## src/rtl/hop_chain_seq.sv

```systemverilog
// Hop flop-chain driver: staged reset release, start pulse, return latency check.
// Optional HOP_CHAIN_SEQ_REPEAT_EN adds auto-repeat runs and an error counter.
module hop_chain_seq #(
  parameter int N_RST       = 6,
  parameter int RST_CYCLES  = 4,
  parameter int RELEASE_GAP = 2,
  parameter int EXP_LAT     = 7,
  parameter int TIMEOUT     = 64,
  parameter int LAT_W       = 8
) (
  input  logic             clock0,
  input  logic             rst,
  input  logic             go,
  input  logic             hop_out,
`ifdef HOP_CHAIN_SEQ_REPEAT_EN
  input  logic             repeat_i,
  output logic [7:0]       err_cnt,
`endif
  output logic [N_RST-1:0] rst_out,
  output logic             start,
  output logic             busy,
  output logic             done,
  output logic             pass,
  output logic             timeout,
  output logic [LAT_W-1:0] latency
);

  typedef enum logic [2:0] {
    S_IDLE,
    S_HOLD,
    S_RELEASE,
    S_ARM,
    S_PULSE,
    S_WAIT,
    S_DONE
  } state_e;

  localparam int PH_MAX =
    (RST_CYCLES > RELEASE_GAP) ? RST_CYCLES : RELEASE_GAP;
  localparam int PH_W = $clog2(PH_MAX + 1);

  localparam logic [PH_W-1:0] HOLD_LAST =
    PH_W'(RST_CYCLES - 1);
  localparam logic [PH_W-1:0] GAP_LAST =
    PH_W'(RELEASE_GAP - 1);
  localparam logic [LAT_W-1:0] LAT_TO =
    LAT_W'(TIMEOUT);
  localparam logic [LAT_W-1:0] LAT_EXP =
    LAT_W'(EXP_LAT);

  state_e             state_q;
  logic [PH_W-1:0]    ph_q;
  logic [LAT_W-1:0]   lat_q;
  logic [N_RST-1:0]   rst_out_q;
  logic               start_q;
  logic               busy_q;
  logic               done_q;
  logic               pass_q;
  logic               timeout_q;
  logic [LAT_W-1:0]   latency_q;
  logic               rpt_w;
  logic               launch_d;

`ifdef HOP_CHAIN_SEQ_REPEAT_EN
  assign rpt_w = repeat_i;
`else
  assign rpt_w = 1'b0;
`endif

  always_comb begin
    launch_d = 1'b0;
    if (state_q == S_IDLE)
      launch_d = go;
    else if (state_q == S_DONE)
      launch_d = go | rpt_w;
  end

  always_ff @(posedge clock0) begin
    if (rst) begin
      state_q   <= S_IDLE;
      ph_q      <= '0;
      lat_q     <= '0;
      rst_out_q <= '1;
      start_q   <= 1'b0;
      busy_q    <= 1'b0;
      done_q    <= 1'b0;
      pass_q    <= 1'b0;
      timeout_q <= 1'b0;
      latency_q <= '0;
    end else begin
      start_q <= 1'b0;
      done_q  <= 1'b0;
      if (launch_d) begin
        state_q   <= S_HOLD;
        busy_q    <= 1'b1;
        ph_q      <= '0;
        lat_q     <= '0;
        rst_out_q <= '1;
        pass_q    <= 1'b0;
        timeout_q <= 1'b0;
        latency_q <= '0;
      end else begin
        unique case (state_q)
          S_IDLE: rst_out_q <= '1;
          S_HOLD: begin
            if (ph_q == HOLD_LAST) begin
              ph_q      <= '0;
              rst_out_q <= rst_out_q << 1;
              state_q   <= S_RELEASE;
            end else begin
              ph_q <= ph_q + 1'b1;
            end
          end
          // Bits clear low-to-high; all-zero plus one gap means done.
          S_RELEASE: begin
            if (ph_q == GAP_LAST) begin
              ph_q <= '0;
              if (rst_out_q == '0)
                state_q <= S_ARM;
              else
                rst_out_q <= rst_out_q << 1;
            end else begin
              ph_q <= ph_q + 1'b1;
            end
          end
          S_ARM: begin
            if (hop_out) begin
              state_q   <= S_DONE;
              busy_q    <= 1'b0;
              done_q    <= 1'b1;
              pass_q    <= 1'b0;
              timeout_q <= 1'b0;
              latency_q <= '0;
            end else begin
              state_q <= S_PULSE;
              start_q <= 1'b1;
              lat_q   <= '0;
            end
          end
          S_PULSE: begin
            state_q <= S_WAIT;
            lat_q   <= lat_q + 1'b1;
          end
          S_WAIT: begin
            if (hop_out) begin
              state_q   <= S_DONE;
              busy_q    <= 1'b0;
              done_q    <= 1'b1;
              latency_q <= lat_q;
              pass_q    <= (lat_q == LAT_EXP);
              timeout_q <= 1'b0;
            end else if (lat_q == LAT_TO) begin
              state_q   <= S_DONE;
              busy_q    <= 1'b0;
              done_q    <= 1'b1;
              latency_q <= LAT_TO;
              pass_q    <= 1'b0;
              timeout_q <= 1'b1;
            end else begin
              lat_q <= lat_q + 1'b1;
            end
          end
          S_DONE: state_q <= S_DONE;
          default: state_q <= S_IDLE;
        endcase
      end
    end
  end

`ifdef HOP_CHAIN_SEQ_REPEAT_EN
  logic [7:0] err_q;

  always_ff @(posedge clock0) begin
    if (rst)
      err_q <= '0;
    else if (done_q && !pass_q && err_q != 8'hFF)
      err_q <= err_q + 8'd1;
  end

  assign err_cnt = err_q;
`endif

  assign rst_out = rst_out_q;
  assign start   = start_q;
  assign busy    = busy_q;
  assign done    = done_q;
  assign pass    = pass_q;
  assign timeout = timeout_q;
  assign latency = latency_q;

endmodule

```

## config.mk

```make
export PLATFORM = sky130hd
export DESIGN_NAME = hop_chain_seq
export DESIGN_NICKNAME = d
export VERILOG_FILES = /design/src/rtl/hop_chain_seq.sv
export SDC_FILE = /design/constraint.sdc
export NUM_CORES = 1
export LEC_CHECK = 0
export CAP_MARGIN = 20
export CORE_ASPECT_RATIO = 0.7
export CORE_UTILIZATION = 48
export DETAILED_ROUTE_END_ITERATION = 16
export GPL_TIMING_DRIVEN = 0
export PLACE_DENSITY_LB_ADDON = 0.15
export SKIP_LAST_GASP = 1
export SYNTH_ARGS = -nofsm -noshare
export SYNTH_HDL_FRONTEND = slang
export SYNTH_SLANG_ARGS = --single-unit
```

## constraint.sdc

```tcl
create_clock -name clock0 -period 2.1 [get_ports clock0]
set_input_delay 0.21 -clock clock0 [delete_from_list [all_inputs] [get_ports clock0]]
set_output_delay 0.21 -clock clock0 [all_outputs]
set_load 0.02 [all_outputs]
```

-- Word level (Yosys, flattened, before mapping)
Index checks and enable logic that the tools add are counted.
- logic and storage cells: 95
- bits in registers: 33
- multiplexer cells: 40
- reductions and logical operators: 15
- add/subtract/negate cells: 2
- bitwise gates (word level): 2
- eq/ne operators: 25
- operators by type and width (cell ; count):
    8-bit two-way mux ; 6
    8-bit case mux with 3 select lines ; 1
    3-bit two-way mux ; 7
    3-bit case mux with 7 select lines ; 1
    6-bit two-way mux ; 3
    2-bit != test (second input constant) ; 9
    6-bit case mux with 3 select lines ; 1
    8-bit case mux with 2 select lines ; 1
    3-bit != test (second input constant) ; 5
    1-bit two-way mux ; 14
    5-bit AND reduction ; 2
    3-bit by 2-bit == test with 1-bit output (second input constant) ; 3
    3-bit == test (second input constant) ; 3
    3-bit nonzero test ; 3
    8-bit by 1-bit adder with 8-bit output (second input constant) ; 1
    8-bit by 3-bit == test with 1-bit output (second input constant) ; 1
    8-bit by 7-bit == test with 1-bit output (second input constant) ; 1
    1-bit case mux with 2 select lines ; 4
    4-bit AND reduction ; 2
    3-bit by 1-bit == test with 1-bit output (second input constant) ; 2
    6-bit zero test ; 1
    3-bit case mux with 2 select lines ; 1
    3-bit AND reduction ; 2
    4-bit != test (second input constant) ; 1
    7 further kinds ; 9

-- Depth between registers and ports, before layout
Gate-level depths: netlist (run 1).
- depth in word-level cells: 5
- depth in mapped cells: 7

-- Worst setup path before layout (run 1)
OpenSTA, ideal clock, no wires.
- path kind: flip-flop to flip-flop
- start: register lat_q[3]
- end: register latency_q[3] (netlist: latency[3])
- data required time: 1983 ps
- cell stages (with the launch flop): 7
- setup slack: 90 ps
- arrival: 1893 ps
- period minus slack after synthesis: 2010 ps
- buffers on the path: 2
- cell sequence: dfxtp_1 or4_1 buf_2 or3_4 and3_1 buf_6 a22o_1
- word-level cells in the longest chain between the ends: 3
- elaborated cells between the ends (all ways): 5
- RTL lines (what ; line ; RTL):
    start, declared ; 53 ; logic [LAT_W-1:0] lat_q;
    start signal, assigned ; 142 ; lat_q <= lat_q + 1'b1;
    start signal, assigned ; 160 ; lat_q <= lat_q + 1'b1;
    8-bit by 7-bit == test with 1-bit output ; 152 ; end else if (lat_q == LAT_TO) begin
    3-bit != test (no line) ; - ;
    3-bit AND reduction (no line) ; - ;
    end signal, assigned ; 149 ; latency_q <= lat_q;
    end, declared ; 60 ; logic [LAT_W-1:0] latency_q;
Several ways; a longest one is shown, not always the timed one.
A chain may end at the register's enable or synchronous reset.

-- Worst setup path in the final report (run 1)
Same ends and word-level chain as after synthesis.

==> metrics.yaml, run 1 <==
power:
  leakagePower_nw: 0.750
  p_switching_mw: 0.295
  p_int_mw: 0.969
  p_total_mw: 1.26
  combPwrFrac_pct: 7.3
  powerDensity_mw_per_mm2: 604
  p_seq_share_pct: 50.9
  swShare_pct: 23.3
  p_clk_share_pct: 41.8
  vdd_ir_drop_max_uv: 495
route:
  wl_met3_um: 262
  routedWlPerCell_um: 15.1
  ant_nets: 0
  dr.pass1.iters: 4
  drc: 0
  vias: 1552
  routed.top_layer: "met4"
  viasPerCell: 5.95
  wl_met1_um: 1950
  drtIter0Drc: 173
  drt_wl_total_um: 3950
  wl_met2_um: 1650
clock_network:
  cts_root_buf: "clkbuf_8"
  cts_hold_buf: 0
  cts_tree: "done"
  clockBufferDepth: 2
  clk_latency_ns: 0.29
  clk_pin_slew_worst_paths_ns: 0.07
  cts-htree-levels: 2
  cts_sinks: 33
  cts-buffers-inserted: 5
setup_path:
  r2r_setup_slack_ns: 0.08
  r2r_start: "lat_q[3]"
  cp-end-kind: "register"
  rr_worst_depth: 6
  cp.required_ns: 2.28
  critPathArrivalTime_ns: 2.20
  start_kind: "register"
  critical_path_class: "register to register"
  r2r-end: "latency[3]"
  crit_fanout: 9
place:
  placed_cell_area_mm2: 0.00195
  portBuffers: 21
  preCtsSetupSlack_ns: -0.0600
  hpwl_um: 2820
  gp_congestion: 0.808
worst_hold_path:
  hp-start: "rst"
  holdPathStages: 2
  hold_class: "input pin to register"
  holdPathEnd: "busy"
yosys:
  synth_warnings: 0
  synthesis.nets: 195
  synth-async-reset-ratio_pct: 0
  netlist_area_mm2: 0.00168
  synth_compound_gate_area_share_pct: 22.5
  synth_edf_count: 0
  synthSimpleGateAreaFrac_pct: 21.9
  yosysTopAreaCell: "dfxtp_1"
  syn_avg_cell_area_um2: 9.14
  ys.flop_type: "dfxtp_1"
  ys_types: 54
  synth_top_area_share_pct: 39.3
  synth_mux_area_share_pct: 2.98
  synthCells: 184
  synth_top_family_by_area: "compound AO/OA/AOI/OAI gates"
  synth.area.top_cells: "dfxtp_1, ha_1, a22o_1"
  ys_seq_area_share_pct: 39.3
  synth_seq_cells: 33
  synth_fa_ha_area_share_pct: 5.21
  synthXorXnorAreaFrac_pct: 2.60
floorplanning:
  core_mm2: 0.00323
  initial_utilization_pct: 52.0
  die_area_mm2: 0.00375
  rows: 17
  fp.dieH_um: 51.5
  io-pin-count: 23
  die_w_um: 72.7
global_route:
  grt_first_pass_wirelength_um: 6470
  grt_overflow: 0
  grt_max_degree: 14
  gr-usage-all-layers_pct: 23.3
  first_global_vias: 1405
  antenna_found_initial: 0
timing:
  rsz0062_at_grt: "no"
  setup_viol: 0
  fin_crit_sh_pct: 96.3
  fin_crit_ns: 2.02
  finalHoldViolations: 0
  skew_ns: 0.00601
  drv_slew: 0
  tightest_slew_ns: 0.715
  fmax_mhz: 495
  slew-limit-headroom_pct: 52.0
  tns_ns: 0
  setup_slack_ns: 0.0782
final_layout:
  area_growth_pct: 24.5
  fin_area_mm2: 0.00209
  fillers: 255
  fin_nets: 224
  fin_util_pct: 64.7
  drive_above_1_share_pct: 13.6
  layout_common_cells: "dfxtp_1, clkdlybuf4s50_1, nor2_1, nand2_1"
  antenna_cells: 0
  final_common_cell: "dfxtp_1"
status:
  outcome: "finished clean"
flow_run:
  cap_violations: 0
state kept, by name, indices dropped and copies added, names as in the netlist:
| register | flops |
|---|---|
| lat_q | 8 |
| latency | 8 |
| rst_out | 6 |
| ph_q | 3 |
| state_q | 3 |
| busy | 1 |
| done | 1 |
| pass | 1 |
| start | 1 |
| timeout | 1 |
power groups by stage:
stage | registers (mW) | clock network (mW) | logic [mW]
CTS | 0.644 | 0.532 | 0.0879
finish | 0.643 | 0.529 | 0.0926
global route | 0.645 | 0.559 | 0.103
global placement | 0.655 | 0 | 0.0885
floorplan | 0.657 | 0 | 0.0625
detailed placement | 0.656 | 0 | 0.0908
logic make-up (layout without fill, tap and decap cells):
group	after synthesis	after routing
AO/OA/AOI/OAI	50	50
XOR/XNOR	5	5
adder cells (fa/ha/maj)	7	7
buffers and inverters	18	48
flip-flops	33	33
multiplexers	5	5
AND/OR/NAND/NOR	66	66
through the flow:
stage          hold slack (ns)  std cells
4_1_cts                  0.372        259
6_report                 0.402        261
2_1_floorplan            0.386        184
3_5_place_dp             0.463        252
3_3_place_gp             0.462        252
5_1_grt                  0.406        261
layout make-up:
class / count / area [um^2] / area share (%)
multi-input cells: 133 / 946 / 45.2
flip-flops and latches: 33 / 666 / 31.8
repair buffers: 23 / 225 / 10.8
inverters: 9 / 33.8 / 1.61
clock inverters: 1 / 5.00 / 0.239
clock buffers: 7 / 96.3 / 4.60
well taps: 47 / 58.8 / 2.81
plain buffers: 8 / 62.6 / 2.99
timing repair:
action                     in CTS  in global routing
setup buffers                   0                  2
setup endpoints to repair       6                 16
pin swaps                       0                  1
cloned                          0                  0
gates resized for setup         1                 10
critical path, stage by stage (launching register included):
cell,delay [ns]
dfxtp_4,0.36
or4_4,0.53
buf_6,0.14
or3_4,0.34
and3_4,0.19
buf_6,0.13
a22o_1,0.22
how the worst max path moves through the flow:
| stage | start | end | slack [ns] | cells past startpoint |
|---|---|---|---|---|
| final | lat_q[3] | latency[3] | 0.08 | 6 |
| after global routing | lat_q[3] | latency[2] | 0.03 | 6 |
| after CTS | lat_q[4] | latency[3] | 0.009 | 6 |
| after detailed placement | go | rst_out[2] | -0.06 | 5 |
| after global placement | go | rst_out[1] | -0.05 | 5 |
| after floorplan | lat_q[3] | latency[3] | 0.09 | 6 |
cells in the mapped netlist (2+ instances only):
library cell	number
or4_1	2
nand3b_1	2
o21ba_2	2
mux2i_1	5
nor2b_1	2
a22o_1	8
o221a_2	2
nand2b_1	8
o21ai_1	2
a311oi_1	2
a31oi_1	2
and3_1	2
inv_1	9
a21oi_1	10
nand2_1	10
ha_1	7
o22a_1	5
o21ai_0	3
nand3_1	4
nor3_1	7
a211oi_1	2
nor2_1	15
dfxtp_1	33
nor4_1	3
xnor2_1	4
clkbuf_1	5
metal layers:
metal,up-vias,GRT usage (%)
met5,-,0
met2,71,33.3
met1,735,32.1
li1,736,-
met4,0,10.8
met3,10,7.17
No activity file was read; power rests on OpenSTA's default activity.
==> run 2, diff against run 1 <==
CAP_MARGIN = default   (was 20)
==> results of run 2 <==
Final layout, timing and power as in run 1 (identical DEF).
==> run 3, diff against run 2 <==
CORE_UTILIZATION = 58   (was 48)
GPL_TIMING_DRIVEN = 1   (was 0)
clock period = 2.4 ns   (was 2.1 ns; I/O delays follow)
==> run 3 against run 2 <==
Register-to-register slack better by 0.20 ns. Global-route usage is 4.8 points higher. Cell area is 2.7% lower. Clock skew decreased by 0.00074 ns. First-iteration DRC count down 2.3%. Via count is 0.32% higher. Hold slack gained 0.080 ns. Sequential share of layout area rose by 0.65 points. Final cell count down 5.0%. Routed wire length up 0.58%.
==> metrics.yaml, run 3 (synthesized netlist as in run 1, its figures left out) <==
setup_path:
  slowest_delay_ns: 0.65  # +0.12 ns
  path_cells: "or4_1 -> or3_4 -> and3_1 -> a22o_1"
  r2r-end: "latency[5]"
  cp-end-kind: "register"
  crit_fanout: 9  # unchanged
  critPathSlowestCell: "or4_1"
  r2r_setup_slack_ns: 0.27  # +0.20 ns
  rr_worst_depth: 4  # -2
  start_kind: "register"
  critical_path_class: "register to register"
  critPathArrivalTime_ns: 2.30  # +0.10 ns
  cp.required_ns: 2.58  # +0.30 ns
  r2r_start: "lat_q[3]"
final_layout:
  antenna_cells: 0  # unchanged
  fin_nets: 224  # unchanged
  drive_above_1_share_pct: 11.2  # -2.3 points
  final_common_cell: "dfxtp_1"
  area_growth_pct: 21.1
  fin_util_pct: 78.0  # +13 points
  layout_common_cells: "dfxtp_1, clkdlybuf4s50_1, nor2_1, a21oi_1, nand2_1"
clock_network:
  clk_latency_ns: 0.28  # about the same
  clockBufferDepth: 2  # unchanged
  cts_root_buf: "clkbuf_8"
  cts_sinks: 33  # unchanged
  ctsResizeCount: 0  # -1
  cts-buffers-inserted: 5  # unchanged
  postCtsSetupRepairBufs: 0  # unchanged
  clk_pin_slew_worst_paths_ns: 0.06  # about the same
  cts_hold_buf: 0  # unchanged
  cts-htree-levels: 2  # unchanged
  cts_tree: "done"
floorplanning:
  die_area_mm2: 0.00312  # -17%
  io-pin-count: 23  # unchanged
  initial_utilization_pct: 64.5  # +12 points
  fp.dieH_um: 47.1  # -8.7%
  core_mm2: 0.00261  # -19%
  die_w_um: 66.4  # -8.8%
  rows: 15  # -2
global_route:
  grt_first_pass_wirelength_um: 6280  # -2.9%
  grt_overflow: 0  # unchanged
  gr-usage-all-layers_pct: 28.2  # +4.8 points
  grt_max_degree: 19  # +5
  first_global_vias: 1336  # -4.9%
  antenna_found_initial: 0  # unchanged
worst_hold_path:
  holdPathEnd: "latency[7]"
  hp-start: "latency[7]"
  holdPathStages: 1  # -1
  hold_class: "register to register"
route:
  dr.pass1.iters: 4  # unchanged
  ant_nets: 0  # unchanged
  routedWlPerCell_um: 16.0  # +5.9%
  vias: 1557  # +0.32%
  drc: 0  # unchanged
  viasPerCell: 6.28  # +5.6%
  drt_wl_total_um: 3970  # +0.58%
  drtIter0Drc: 169  # -2.3%
timing:
  setup_slack_ns: 0.274  # +0.196 ns
  slew-limit-headroom_pct: 65.2  # +13 points
  setup_viol: 0  # unchanged
  tns_ns: 0  # unchanged
  fin_crit_ns: 2.13  # +0.104 ns
  drv_slew: 0  # unchanged
  rsz0062_at_grt: "no"
  tightest_slew_ns: 0.521  # -0.194 ns
  fmax_mhz: 470  # -4.9%
  fin_crit_sh_pct: 88.6  # -7.7 points
  skew_ns: 0.00527  # -0.000741 ns
  finalHoldViolations: 0  # unchanged
power:
  vdd_ir_drop_max_uv: 420  # -15%
  leakagePower_nw: 0.747  # -0.42%
  combPwrFrac_pct: 7.7  # +0.4 points
  p_clk_share_pct: 38.2  # -3.6 points
  p_int_mw: 0.791  # -18%
  p_total_mw: 1.04  # -18%
  powerDensity_mw_per_mm2: 512  # -15%
  swShare_pct: 24.1  # +0.77 points
  p_switching_mw: 0.251  # -15%
  p_seq_share_pct: 54.1  # +3.2 points
place:
  gp_congestion: 0.927  # +15%
  preCtsSetupSlack_ns: 0.256  # +0.316 ns
  portBuffers: 22  # +4.8%
  hpwl_um: 2910  # +3.2%
status:
  outcome: "finished clean"
flow_run:
  cap_violations: 0  # unchanged
[run 3: cell types whose count changed in the layout (fill, tap and decap cells not counted), sizes merged]
cell           delta
buf               +5
clkbuf            -6
clkdlybuf4s25     -1
clkdlybuf4s50     +1
clkinv            +1
[run 3: critical path: cells and delay by family, from the launching register on]
family | cells | cell delay [ns]
AND/OR/NAND/NOR | 3 | 1.38
flip-flops | 1 | 0.38
AO/OA/AOI/OAI | 1 | 0.26
[run 3: area by class of cell]
| type | count | area (um^2) |
|---|---|---|
| clock buffers | 6 | 72.6 |
| clock inverters | 2 | 10.0 |
| fillers | 187 | 573 |
| inverters | 9 | 33.8 |
| multi-input cells | 133 | 928 |
| flip-flops and latches | 33 | 661 |
| well taps | 34 | 42.5 |
| repair buffers | 31 | 288 |
[run 3: per-layer routing]
layer | part of all wire (%) | vias to the layer above | GRT usage (%)
met4 | 0.63 | 0 | 8.09
met5 | 0 | - | 0
met1 | 48 | 730 | 38.9
li1 | - | 739 | -
met2 | 43 | 83 | 42.9
met3 | 8.5 | 5 | 8.98
[run 3: metrics by stage]
| stage | hold slack [ns] | instances | cell area, um^2 |
|---|---|---|---|
| after floorplan | 0.416 | 184 | 1680 |
| after global placement | 0.463 | 240 | 1950 |
| after detailed placement | 0.468 | 240 | 1950 |
| after CTS | 0.484 | 248 | 2040 |
| after global routing | 0.495 | 248 | 2040 |
| final | 0.482 | 248 | 2040 |
[run 3: how the worst max path moves through the flow]
stage                         from          to  slack (ns)  cells past startpoint
after detailed placement   hop_out  latency[0]        0.26                      5
after CTS                 lat_q[3]  latency[5]        0.28                      4
after global placement     hop_out  latency[0]        0.32                      5
after floorplan           lat_q[3]  latency[3]        0.39                      6
after global routing      lat_q[3]  latency[4]        0.20                      4
final                     lat_q[3]  latency[5]        0.27                      4
[run 3: power groups by stage]
stage          registers, mW  clock network (mW)  logic, mW
2_1_floorplan          0.574                   0     0.0547
3_3_place_gp           0.576                   0     0.0749
3_5_place_dp           0.576                   0     0.0782
4_1_cts                0.564               0.402     0.0786
5_1_grt                0.565               0.426     0.0883
6_report               0.564               0.398     0.0801
